[src/rtl/wb2ahb.sv]
// Wishbone classic slave bridged onto a single-transfer AHB master.
// One transfer in flight; RETRY/SPLIT responses are reissued up to RETRY_MAX times.
module wb2ahb #(
    parameter logic [3:0] RETRY_MAX = 4'd15
) (
    input  logic        clk_i,
    input  logic        rst_i,
    input  logic [31:0] adr_i,
    input  logic [31:0] dat_i,
    output logic [31:0] dat_o,
    input  logic [3:0]  sel_i,
    input  logic        we_i,
    input  logic        cyc_i,
    input  logic        stb_i,
    output logic        ack_o,
    output logic        err_o,
    output logic        hbusreq,
    input  logic        hgrant,
    output logic [31:0] haddr,
    output logic [1:0]  htrans,
    output logic        hwrite,
    output logic [2:0]  hsize,
    output logic [2:0]  hburst,
    output logic [31:0] hwdata,
    input  logic [31:0] hrdata,
    input  logic        hready,
    input  logic [1:0]  hresp
);

    localparam logic [1:0] TR_IDLE    = 2'b00;
    localparam logic [1:0] TR_NONSEQ  = 2'b10;
    localparam logic [1:0] RESP_OKAY  = 2'b00;
    localparam logic [1:0] RESP_ERROR = 2'b01;

    typedef enum logic [2:0] {
        IDLE,
        REQ,
        ADDR,
        DATA,
        DONE
    } state_t;

    state_t     state;
    state_t     state_nx;
    logic [3:0] retry_q;
    logic [3:0] retry_nx;
    logic       err_q;
    logic       err_nx;
    logic       abort_q;
    logic       abort_nx;
    logic       latch;
    logic       capture;

    logic       sel_ok;
    logic [2:0] sel_size;
    logic [1:0] sel_lo;

    // Only naturally aligned byte, halfword and word lanes are legal.
    always_comb begin
        sel_ok   = 1'b1;
        sel_size = 3'b000;
        sel_lo   = 2'b00;
        case (sel_i)
            4'b1111: begin
                sel_size = 3'b010;
            end
            4'b0011: begin
                sel_size = 3'b001;
            end
            4'b1100: begin
                sel_size = 3'b001;
                sel_lo   = 2'b10;
            end
            4'b0001: begin
                sel_lo = 2'b00;
            end
            4'b0010: begin
                sel_lo = 2'b01;
            end
            4'b0100: begin
                sel_lo = 2'b10;
            end
            4'b1000: begin
                sel_lo = 2'b11;
            end
            default: begin
                sel_ok = 1'b0;
            end
        endcase
    end

    always_comb begin
        state_nx = state;
        retry_nx = retry_q;
        err_nx   = err_q;
        abort_nx = abort_q;
        latch    = 1'b0;
        capture  = 1'b0;
        case (state)
            IDLE: begin
                err_nx   = 1'b0;
                abort_nx = 1'b0;
                if (cyc_i && stb_i) begin
                    if (sel_ok) begin
                        latch    = 1'b1;
                        retry_nx = 4'd0;
                        state_nx = REQ;
                    end else begin
                        // Bad lane pattern terminates through DONE as an error.
                        err_nx   = 1'b1;
                        state_nx = DONE;
                    end
                end
            end
            REQ: begin
                if (!cyc_i) begin
                    state_nx = IDLE;
                end else if (hgrant && hready) begin
                    state_nx = ADDR;
                end
            end
            ADDR: begin
                if (!cyc_i) begin
                    abort_nx = 1'b1;
                end
                if (hready) begin
                    state_nx = DATA;
                end
            end
            DATA: begin
                if (!cyc_i) begin
                    abort_nx = 1'b1;
                end
                if (hready) begin
                    // An abandoned cycle still finishes on AHB, result dropped.
                    if (abort_q || !cyc_i) begin
                        state_nx = IDLE;
                    end else begin
                        unique case (hresp)
                            RESP_OKAY: begin
                                capture  = !hwrite;
                                state_nx = DONE;
                            end
                            RESP_ERROR: begin
                                err_nx   = 1'b1;
                                state_nx = DONE;
                            end
                            default: begin
                                if (retry_q < RETRY_MAX) begin
                                    retry_nx = retry_q + 4'd1;
                                    state_nx = REQ;
                                end else begin
                                    err_nx   = 1'b1;
                                    state_nx = DONE;
                                end
                            end
                        endcase
                    end
                end
            end
            DONE: begin
                state_nx = IDLE;
            end
            default: begin
                state_nx = IDLE;
            end
        endcase
    end

    // Outputs are registered from the next state so they line up with it.
    always_ff @(posedge clk_i or posedge rst_i) begin
        if (rst_i) begin
            state   <= IDLE;
            retry_q <= 4'd0;
            err_q   <= 1'b0;
            abort_q <= 1'b0;
            ack_o   <= 1'b0;
            err_o   <= 1'b0;
            hbusreq <= 1'b0;
            htrans  <= TR_IDLE;
            hburst  <= 3'b000;
            hwrite  <= 1'b0;
            hsize   <= 3'b000;
            haddr   <= 32'd0;
            hwdata  <= 32'd0;
            dat_o   <= 32'd0;
        end else begin
            state   <= state_nx;
            retry_q <= retry_nx;
            err_q   <= err_nx;
            abort_q <= abort_nx;
            ack_o   <= (state_nx == DONE) && !err_nx;
            err_o   <= (state_nx == DONE) && err_nx;
            hbusreq <= (state_nx == REQ) || (state_nx == ADDR);
            htrans  <= (state_nx == ADDR) ? TR_NONSEQ : TR_IDLE;
            hburst  <= 3'b000;
            if (latch) begin
                haddr  <= {adr_i[31:2], sel_lo};
                hsize  <= sel_size;
                hwrite <= we_i;
                hwdata <= dat_i;
            end
            if (capture) begin
                dat_o <= hrdata;
            end
        end
    end

endmodule

[config.mk]
export PLATFORM = sky130hd
export DESIGN_NAME = wb2ahb
export DESIGN_NICKNAME = d
export VERILOG_FILES = /design/src/rtl/wb2ahb.sv
export SDC_FILE = /design/constraint.sdc
export NUM_CORES = 1
export LEC_CHECK = 0
export CORE_MARGIN = 2
export CORE_UTILIZATION = 41
export CTS_CLUSTER_DIAMETER = 150
export DETAILED_ROUTE_END_ITERATION = 8
export PLACE_DENSITY = 0.89
export SLEW_MARGIN = 0
export SYNTH_ARGS = -nofsm -noshare
export SYNTH_HDL_FRONTEND = slang
export SYNTH_SLANG_ARGS = --single-unit
[constraint.sdc]
create_clock -name clk_i -period 5 [get_ports clk_i]
set_input_delay 0.75 -clock clk_i [delete_from_list [all_inputs] [get_ports clk_i]]
set_output_delay 0.75 -clock clk_i [all_outputs]
set_load 0.01 [all_outputs]
-- Word-level counts from Yosys, hierarchy flattened
Index checks and enable logic that the tools add are counted.
- bits of input ports: 109
- register bits: 114
- logic and storage cells: 93
- output and inout bits: 108
- equality and inequality tests: 21
- reductions and logical operators: 20
- order comparisons: 1
- add/sub/neg operators: 1
- mux-type cells: 37
- operators with widths (operator ; number):
    two-way mux 3 bit ; 9
    two-way mux 4 bit ; 6
    two-way mux 1 bit ; 14
    inequality test 2 bit (second input constant) ; 7
    == test 4 bit (second input constant) ; 3
    one-hot mux 3 bit (4 select lines) ; 1
    == test 3 x 2 -> 1 bit (second input constant) ; 3
    == test 4 x 2 -> 1 bit (second input constant) ; 2
    one-hot mux 4 bit (2 select lines) ; 1
    OR reduction 2 bit ; 4
    AND reduction 7 bit ; 1
    OR reduction 7 bit ; 1
    == test 3 x 1 -> 1 bit (second input constant) ; 2
    one-hot mux 1 bit (2 select lines) ; 3
    one-hot mux 2 bit (3 select lines) ; 1
    adder 4 x 1 -> 4 bit (second input constant) ; 1
    == test 4 x 1 -> 1 bit (second input constant) ; 1
    == test 4 x 3 -> 1 bit (second input constant) ; 1
    logical AND 1 bit ; 4
    less-than comparator 4 bit (second input constant) ; 1
    one-hot mux 2 bit (2 select lines) ; 1
    nonzero test 2 bit ; 2
    == test 3 bit (second input constant) ; 1
    zero test 1 bit ; 3
    other kinds (6) ; 7

-- Depth between registers and ports, before layout
Gate-level depths: netlist of the first run.
- depth after elaboration: 8
- gate-level depth with buffers: 9
- depth with buffers taken out: 6

-- Least setup slack after synthesis of the first run
No wires, ideal clock.
- kind: input to register
- start point: input sel_i[2]
- end point: register haddr[23]
- setup slack: 2578 ps
- library setup time: 125 ps
- required time: 4875 ps
- stages: 8
- buffers on the path: 4
- arrival time: 2296 ps
- path through: buf_6 -> or2_1 -> buf_2 -> mux2_4 -> o21a_1 -> buf_6 -> buf_6 -> mux2_4
- longest elaborated chain between the ends: 6
- elaborated cells on any way between the ends: 12
- those cells by class: eq/ne: 7; mux: 4; reduce/logical: 1
- RTL lines (element ; line ; RTL):
    start, declared ; 11 ; input logic [3:0] sel_i,
    == test 4 bit, or another cell as far along ; 63 ; case (sel_i)
    OR reduction 7 bit (no line) (*) ; - ;
    two-way mux 1 bit (*) ; 63 ;
    two-way mux 1 bit (*) ; 104 ; if (sel_ok) begin
    two-way mux 1 bit (*) ; 103 ; if (cyc_i && stb_i) begin
    two-way mux 1 bit (*) ; 99 ; case (state)
    end signal, assigned ; 198 ; haddr <= {adr_i[31:2], sel_lo};
    end, declared ; 19 ; output logic [31:0] haddr,
Every way passes the cells marked *; elsewhere a longest branch is shown, timed or not.
A chain may end at the register's enable or synchronous reset.

-- Final worst setup path of the first run
- start point: input sel_i[2]
- end point: register haddr[16]
The elaborated chain is that of the path after synthesis.

==> out/results.ini, run 1 <==
[floorplan]
die-width_um=110.0
die_area_sq_um=12110
fp-row-count=38
ios=217
coreArea_sq_um=10890
start_util=0.4235
die-height_um=110.0

[clocking]
clkSinkCount=112
cts_root_buf=clkbuf_8
ctsHoldBuffers=0
clkLatencyLatePin_ns=0.36
clock_path_buffers=2
path_clk_slew_ns=0.10
cts_resized=0
cts_buffers=9
tritoncts=yes
postCtsSetupBuffers=0
h-tree-depth=3

[logic_synthesis]
postSynthAreaPerCell_sq_um=14.68
synth-simple-area-share=0.04749
async_reset_ff_frac=1.000
yosys-top-cells-area=dfrtp_1, mux2_2, mux2_1
synth_edf_count=0
yosysTopAreaCell=dfrtp_1
synth.distinct_cells=44
ys.warnings.count=0
synthMuxAreaShare=0.2505
synth_top_area_share=0.6079
synth-adder-area-share=0.002714
synth-xor-area-share=0.01303
synth_top_family_by_area=multiplexers
synth-main-ff-cell=dfrtp_1
synth_cells=314
syn_area_sq_um=4611
yosys_register_bits=112
synth_compound_area_frac=0.04423
synth.yosys.seq_area_share=0.6079

[layout]
fin_cells=663
areaGrowthSynthToFinish_pct=51.10
fin_nets=629
final_util=0.6399
antenna_cells=0
stdcell_area_sq_um=6967
final_cell_mix=clkdlybuf4s50_1, dfrtp_1, mux2_2
seq_area_sq_um=2803
drive_gt1_frac=0.1778
multi_input_area_sq_um=1677
layout_commonest_cell=clkdlybuf4s50_1
fill_cells=841

[timing]
slew_viol_final=0
rsz0062_at_grt=no
fin_skew_ns=0.01070
min_period_ns=3.053
period_share=0.6106
fin_ws_ns=1.947
fmax_ghz=0.3275
worstMarginPinSlew_ns=1.042
final.setup.tns_ns=0
hold_violations=0
finalSetupViolations=0
slew_headroom=0.3053

[placement]
place_ws_ns=1.574
placed_area_sq_um=6779
placedCellCount=648
gp_congestion=0.7677
dp_hpwl_um=8130
placement.io_buffers=209

[global_routing]
grt_first_pass_wirelength_um=16640
antenna_found_initial=0
met1_usage=0.2064
grt_use_met2=0.3111
grt.busiest_layer=met2
grt_max_degree=69
track_usage=0.1792
grt_pass1_vias=3358
overflow=0
grt_util_met3=0.05350

[route]
via_per_inst=4.911
remaining_drc_errors=0
dr.pass1.iters=4
dr_total_vias=3256
wirelength_um=10850
drtIter0Drc=80
wl_per_cell_um=16.36
antenna_left=0

[power]
vdd_drop_max_v=0.0002663
total_leakage_power_nw=3.072
power_density_nw_per_um2=463.4

[job]
drv_cap=0

[worst_setup_path]
worstSetupEndpointType=flip-flop
cp_max_fo=68
required_ns=5.24
crit_type=in -> reg
cp-start-kind=input pin
critPathArrivalTime_ns=3.29

[status]
status=completed

[worst_hold_path]
hold_class=reg -> reg

cells by family (layout without fill, tap and decap cells):
logic type,Yosys count,after routing
flops,112,112
fa+ha+maj,1,1
buf+inv,25,230
compound gates,29,29
simple gates,43,43
other cells,1,5
mux,97,97
xor+xnor,6,6
area by class of cell:
cell class,instances,area share
clock inverter,3,0.006106
clock buffer,12,0.02083
inverter,4,0.002514
tap,140,0.02514
timing repair buffer,211,0.3024
sequential,112,0.4023
multi-input combinational,181,0.2407
metal layers:
layer	vias to the layer above	routed length [um]	share of wire
li1	1504	-	-
met1	1601	4106	0.38
met2	133	5618	0.52
met3	18	924	0.085
met4	0	196	0.018
met5	-	0	0
flip-flops by register name, indices dropped and copies added, names as in the netlist:
register and flops:
hbusreq 1, haddr 32, dat_o 32, hwrite 1, retry_q 4, hsize 2, err_q 1, hwdata 32
err_o 1, ack_o 1, htrans 1, state 3, abort_q 1
where the power goes:
part           leakage [nW]  internal, mW  switching (mW)
clock network        0.0925         0.243           0.282
registers              1.43          1.21           0.182
logic                  1.55         0.849           0.464
synth_stat cells (all sizes together) (2+ instances only):
library cell and count:
nor2 10, a32oi 2, o21ai 11, xnor2 2, nor2b 4, o21a 3
o31ai 2, dfrtp 112, inv 4, nand3 7, nand2 12, buf 18
a31oi 2, mux2 96, xor2 4, clkbuf 3, and3 2
worst paths after layout:
check / end / slack (ns) / cells after the start / startpoint
worst min-delay path: dat_o[23] / 0.50 / 1 / dat_o[23]
max in group asynchronous: dat_o[3] / 3.00 / 3 / rst_i
worst min register to register: dat_o[23] / 0.50 / 1 / dat_o[23]
min in group asynchronous: dat_o[11] / 0.88 / 2 / rst_i
worst max-delay path: haddr[16] / 1.95 / 5 / sel_i[2]
worst max register to register: haddr[16] / 2.52 / 4 / state[1]
critical path, cell delays in order:
cell and delay (ns):
clkdlybuf4s50_1 0.54, or2_1 0.37, a21boi_0 0.30, o21a_4 0.86
mux2_1 0.43
through the flow:
stage               hold WS, ns  total power, mW
finish                   0.4972            3.228
floorplan                0.4782            1.951
global placement         0.4699            2.673
global route             0.5135            3.409
detailed placement       0.4784            2.737
CTS                      0.5014            3.274
Power figures use the tool's default switching activity.
==> run 2, diff against run 1 <==
Settings changed: CORE_UTILIZATION 41 to 37, PLACE_DENSITY 0.89 to 0.85.
Clock period 5 ns to 2.5 ns, I/O delays scaled along.
==> run 2 against run 1 <==
Clock skew down 0.0033 ns. Worst setup slack worse by 1.6 ns. Critical path type unchanged. Die area grew 10%. First-iteration DRC count increased to 2.7 times the previous value. Routed wire length is 3.5% higher. Largest cell class unchanged.
==> out/results.ini, run 2 (synthesis results as in run 1) <==
[layout]
fin_cells=707  ; was 663
antenna_cells=0  ; unchanged
stdcell_area_sq_um=7261  ; was 6967 sq um
fin_nets=645  ; was 629
drive_gt1_frac=0.2041  ; was 0.1778
final_util=0.5995  ; was 0.6399
areaGrowthSynthToFinish_pct=57.48  ; was 51.10%
fill_cells=982  ; was 841
final_cell_mix=clkdlybuf4s50_1, dfrtp_1, mux2_2  ; unchanged
layout_commonest_cell=clkdlybuf4s50_1  ; unchanged
top_regs=dat_o (32), haddr (32), hwdata (32)  ; unchanged
seq_area_sq_um=2803  ; unchanged
multi_input_area_sq_um=1677  ; unchanged

[worst_setup_path]
cp_max_fo=29  ; was 68
r2r_start=state[2]  ; was state[1]
critPathLaunch=sel_i[2]  ; unchanged
worstSetupEndpointType=flip-flop  ; unchanged
critPathArrivalTime_ns=2.37  ; was 3.29 ns
required_ns=2.73  ; was 5.24 ns
cp-start-kind=input pin  ; unchanged
crit_type=in -> reg  ; unchanged

[placement]
dp_hpwl_um=8437  ; was 8130 um
placed_area_sq_um=6973  ; was 6779 sq um
gp_congestion=0.8446  ; was 0.7677
placement.io_buffers=209  ; unchanged
place_ws_ns=-0.02296  ; was 1.574 ns
placedCellCount=692  ; was 648

[clocking]
cts_root_buf=clkbuf_16  ; was clkbuf_8
ctsHoldBuffers=0  ; unchanged
h-tree-depth=3  ; unchanged
clkLatencyLatePin_ns=0.34  ; was 0.36 ns
clkSinkCount=112  ; unchanged
path_clk_slew_ns=0.07  ; was 0.10 ns
tritoncts=yes  ; unchanged
clock_path_buffers=2  ; unchanged
cts_buffers=9  ; unchanged
postCtsSetupBuffers=0  ; unchanged
cts_resized=0  ; unchanged

[global_routing]
grt_pass1_vias=3595  ; was 3,358
grt_first_pass_wirelength_um=17760  ; was 16,640 um
antenna_found_initial=0  ; unchanged
grt_max_degree=62  ; was 69
overflow=0  ; unchanged
track_usage=0.1697  ; was 0.1792

[route]
wl_per_cell_um=15.88  ; was 16.36 um
dr.pass1.iters=4  ; unchanged
remaining_drc_errors=0  ; unchanged
drtIter0Drc=212  ; was 80
dr_total_vias=3357  ; was 3,256
antenna_left=0  ; unchanged
via_per_inst=4.748  ; was 4.911
wirelength_um=11230  ; was 10,850 um

[floorplan]
fp-row-count=40  ; was 38
die_area_sq_um=13370  ; was 12,110 sq um
coreArea_sq_um=12110  ; was 10,890 sq um
start_util=0.3807  ; was 0.4235
die-width_um=115.6  ; was 110.0 um
die-height_um=115.6  ; was 110.0 um
ios=217  ; unchanged

[timing]
finalSetupViolations=0  ; unchanged
rsz0062_at_grt=no  ; unchanged
period_share=0.8589
fin_skew_ns=0.007439  ; was 0.01070 ns
fin_ws_ns=0.3527  ; was 1.947 ns
slew_viol_final=0  ; unchanged
fmax_ghz=0.4657
hold_violations=0  ; unchanged
min_period_ns=2.147

[status]
status=completed  ; unchanged

[power]
total_leakage_power_nw=3.215  ; was 3.072 nW
vdd_drop_max_v=0.0005409  ; was 0.0002663 V
power_density_nw_per_um2=948.2  ; was 463.4 nW/um^2

[job]
drv_cap=0  ; unchanged

[worst_hold_path]
hold_class=in -> async  ; was reg -> reg

[run 2: worst paths after layout]
kind | to | slack (ns) | cells after the start
max | hwdata[18] | 0.35 | 6
min | haddr[4] | 0.38 | 2
max reg2reg | dat_o[18] | 0.47 | 5
min reg2reg | haddr[15] | 0.49 | 1
max in group asynchronous | haddr[11] | 1.49 | 3
min in group clk_i | haddr[15] | 0.49 | 1
[run 2: final cells by class]
class | count | area share
clock buffer | 11 | 0.03343
tap | 168 | 0.02895
timing repair buffer | 227 | 0.3119
multi-input combinational | 181 | 0.2309
sequential | 112 | 0.3860
inverter | 4 | 0.002585
clock inverter | 4 | 0.006204
[run 2: layer usage]
metal,vias to the layer above,global-route usage,share of wire
met1,1634,0.1972,0.40
met2,165,0.2904,0.49
met4,0,0.07063,0.019
met3,17,0.05439,0.091
met5,-,0,0
li1,1541,-,-
[run 2: report_power, final]
group	internal [mW]	switching, mW	total, mW	leakage (nW)
sequential	2.42	0.367	2.79	1.43
combinational	1.74	0.940	2.68	1.64
clock	0.795	0.624	1.42	0.145
[run 2: critical path, cell delays in order]
cell	delay (ns)
clkdlybuf4s50_1	0.48
or2_1	0.31
a21boi_0	0.31
o21a_4	0.28
buf_12	0.22
mux2_2	0.37
[run 2: metrics by stage]
stage | hold WS [ns] | total power [mW] | TNS (ns)
after floorplan | 0.4772 | 3.903 | 0
after global placement | 0.4669 | 5.406 | 0
after detailed placement | 0.4808 | 5.518 | -0.07875
after CTS | 0.3748 | 6.981 | 0
after global routing | 0.3993 | 7.267 | 0
final | 0.3777 | 6.885 | 0
==> run 3, diff against run 2 <==
Clock period 2.5 ns to 1.9 ns, I/O delays scaled along.
==> run 3 against run 2 <==
Final area increased by 2.3%. Sequential cell count is the same. First-iteration DRC count decreased by 28%. Clock skew is 0.0027 ns higher. Utilization up 1.4 points. Non-clock buffer count up 9. Via count up 1.3%. Sequential power is 30% higher. Die area unchanged. Combinational power up 37%. Critical path depth down 1. Global-route usage increased by 0.36 points. Critical endpoint is now dat_o[27]. Largest power group is now combinational logic. Highest routed layer unchanged.
==> out/results.ini, run 3 (synthesis results as in run 1) <==
[status]
status=completed  ; unchanged

[global_routing]
track_usage=0.1733  ; was 0.1697
grt_first_pass_wirelength_um=17910  ; was 17,760 um
antenna_found_initial=0  ; unchanged
grt_pass1_vias=3540  ; was 3,595
grt_max_degree=71  ; was 62
overflow=0  ; unchanged

[worst_setup_path]
critPathArrivalTime_ns=2.10  ; was 2.37 ns
crit_type=reg -> reg  ; was in -> reg
cp_max_fo=32  ; was 29
r2r_cells=5  ; unchanged
crit_buf_inv=1  ; was 2
required_ns=2.13  ; was 2.73 ns
cp-start-kind=flip-flop  ; was input pin
cp_num_cells=5  ; was 6
crit_family=simple AND/OR/NAND/NOR gates  ; was buffers and inverters
worstSetupEndpointType=flip-flop  ; unchanged
max_stage_delay_ns=0.44  ; was 0.48 ns
path_cells=and4bb_1 -> nand3_2 -> or4_4 -> buf_12 -> mux2_4  ; was clkdlybuf4s50_1 -> or2_1 -> a21boi_0 -> o21a_4 -> buf_12 -> mux2_2
slowest_stage=or4_4  ; was clkdlybuf4s50_1

[power]
power_switching_mw=2.606  ; was 1.930 mW
total_leakage_power_nw=3.308  ; was 3.215 nW
vdd_drop_max_v=0.0007592  ; was 0.0005409 V
p_sw_frac=0.2858  ; was 0.2804
p_int_mw=6.512  ; was 4.954 mW
power_frac_seq=0.399  ; was 0.405
p_comb_frac=0.403  ; was 0.389
power_density_nw_per_um2=1227  ; was 948.2 nW/um^2
clockPowerShare=0.198  ; was 0.206

[timing]
finalSetupViolations=0  ; unchanged
timing.hold.ws_ns=0.3973  ; was 0.3777 ns
fmax_ghz=0.5332
min_period_ns=1.876
rsz0062_at_grt=yes  ; was no
slew_viol_final=0  ; unchanged
fin_skew_ns=0.01015  ; was 0.007439 ns
slew_headroom=0.6484
period_share=0.9871
hold_violations=0  ; unchanged
worstMarginPinSlew_ns=0.5274
fin_ws_ns=0.02443  ; was 0.3527 ns
final.setup.tns_ns=0  ; unchanged

[floorplan]
die_area_sq_um=13370  ; unchanged
ios=217  ; unchanged
die-width_um=115.6  ; unchanged
fp-row-count=40  ; unchanged
start_util=0.3807  ; unchanged
die-height_um=115.6  ; unchanged
coreArea_sq_um=12110  ; unchanged

[route]
dr.pass1.iters=4  ; unchanged
drtIter0Drc=153  ; was 212
via_per_inst=4.743  ; was 4.748
remaining_drc_errors=0  ; unchanged
dr_total_vias=3401  ; was 3,357
wirelength_um=11820  ; was 11,230 um
wl_per_cell_um=16.49  ; was 15.88 um
antenna_left=0  ; unchanged

[layout]
final_util=0.6133  ; was 0.5995
areaGrowthSynthToFinish_pct=61.11  ; was 57.48%
antenna_cells=0  ; unchanged
drive_gt1_frac=0.2568  ; was 0.2041
layout_commonest_cell=clkdlybuf4s50_1  ; unchanged
fin_nets=654  ; was 645
final_cell_mix=clkdlybuf4s50_1, dfrtp_1, mux2_2  ; unchanged
fill_cells=934  ; was 982
top_regs=dat_o (32), haddr (32), hwdata (32)  ; unchanged

[placement]
gp_congestion=0.7929  ; was 0.8446
placement.io_buffers=209  ; unchanged
dp_hpwl_um=8842  ; was 8437 um
place_ws_ns=-0.4126  ; was -0.02296 ns

[clocking]
clock_path_buffers=2  ; unchanged
clkLatencyLatePin_ns=0.35  ; was 0.34 ns
ctsHoldBuffers=0  ; unchanged
h-tree-depth=3  ; unchanged
tritoncts=yes  ; unchanged
path_clk_slew_ns=0.07  ; about the same
cts_buffers=9  ; unchanged
cts_root_buf=clkbuf_16  ; unchanged
clkSinkCount=112  ; unchanged

[job]
drv_cap=0  ; unchanged

[worst_hold_path]
hold_class=in -> async  ; unchanged

[run 3: cell types whose count changed in the layout (fill, tap and decap cells not counted), sizes merged]
| cell | before | now |
|---|---|---|
| clkinvlp | 1 | 2 |
| buf | 18 | 27 |
| clkbuf | 11 | 12 |
| clkinv | 3 | 2 |
| inv | 3 | 4 |
| bufinv | 1 | 0 |
[run 3: layout make-up]
type | instances | area (sq um) | share of cell area
Inverter | 4 | 18.77 | 0.002527
Timing Repair Buffer | 236 | 2357 | 0.3173
Sequential cell | 112 | 2803 | 0.3773
Tap cell | 168 | 210.2 | 0.02830
Clock buffer | 12 | 256.5 | 0.03453
Multi-Input combinational cell | 181 | 1757 | 0.2365
Clock inverter | 4 | 26.28 | 0.003537
[run 3: power by group through the flow]
stage          Clock, mW  Combinational (mW)  Sequential [mW]
3_3_place_gp           0                3.58             3.63
5_1_grt             1.96                3.91             3.75
4_1_cts             1.87                3.70             3.65
6_report            1.80                3.67             3.64
3_5_place_dp           0                3.68             3.67
2_1_floorplan          0                1.18             3.98
[run 3: metrics by stage]
step / total power, mW / std cells / cell area (sq um)
5_1_grt: 9.613 / 717 / 7428
2_1_floorplan: 5.159 / 318 / 4695
3_3_place_gp: 7.211 / 701 / 7099
3_5_place_dp: 7.357 / 701 / 7099
6_report: 9.118 / 717 / 7428
4_1_cts: 9.224 / 717 / 7388
[run 3: final timing paths]
check / from / to / slack, ns
worst max-delay path: abort_q / dat_o[27] / 0.02
worst min-delay path: rst_i / haddr[11] / 0.40
worst max register to register: abort_q / dat_o[27] / 0.02
worst min register to register: haddr[12] / haddr[12] / 0.49
max in group asynchronous: rst_i / dat_o[23] / 1.05
min in group clk_i: haddr[12] / haddr[12] / 0.49
[run 3: what timing repair did]
action	4_1_cts	5_1_grt
setup endpoints to repair	45	32
resized for setup	3	10
pin swaps	0	0
setup buffers	0	0
[run 3: per-layer routing]
metal,vias to the layer above,GRT usage,share of wire
li1,1557,-,-
met1,1657,0.1986,0.39
met2,165,0.2998,0.50
met3,22,0.05753,0.085
met4,0,0.06905,0.021
met5,-,0,0
[run 3: worst register-to-register path, delay by kind of cell (launching register included)]
family	cells	cell delay, ns
flip-flops	1	0.39
buffers and inverters	1	0.19
multiplexers	1	0.35
AND/OR/NAND/NOR	3	0.84
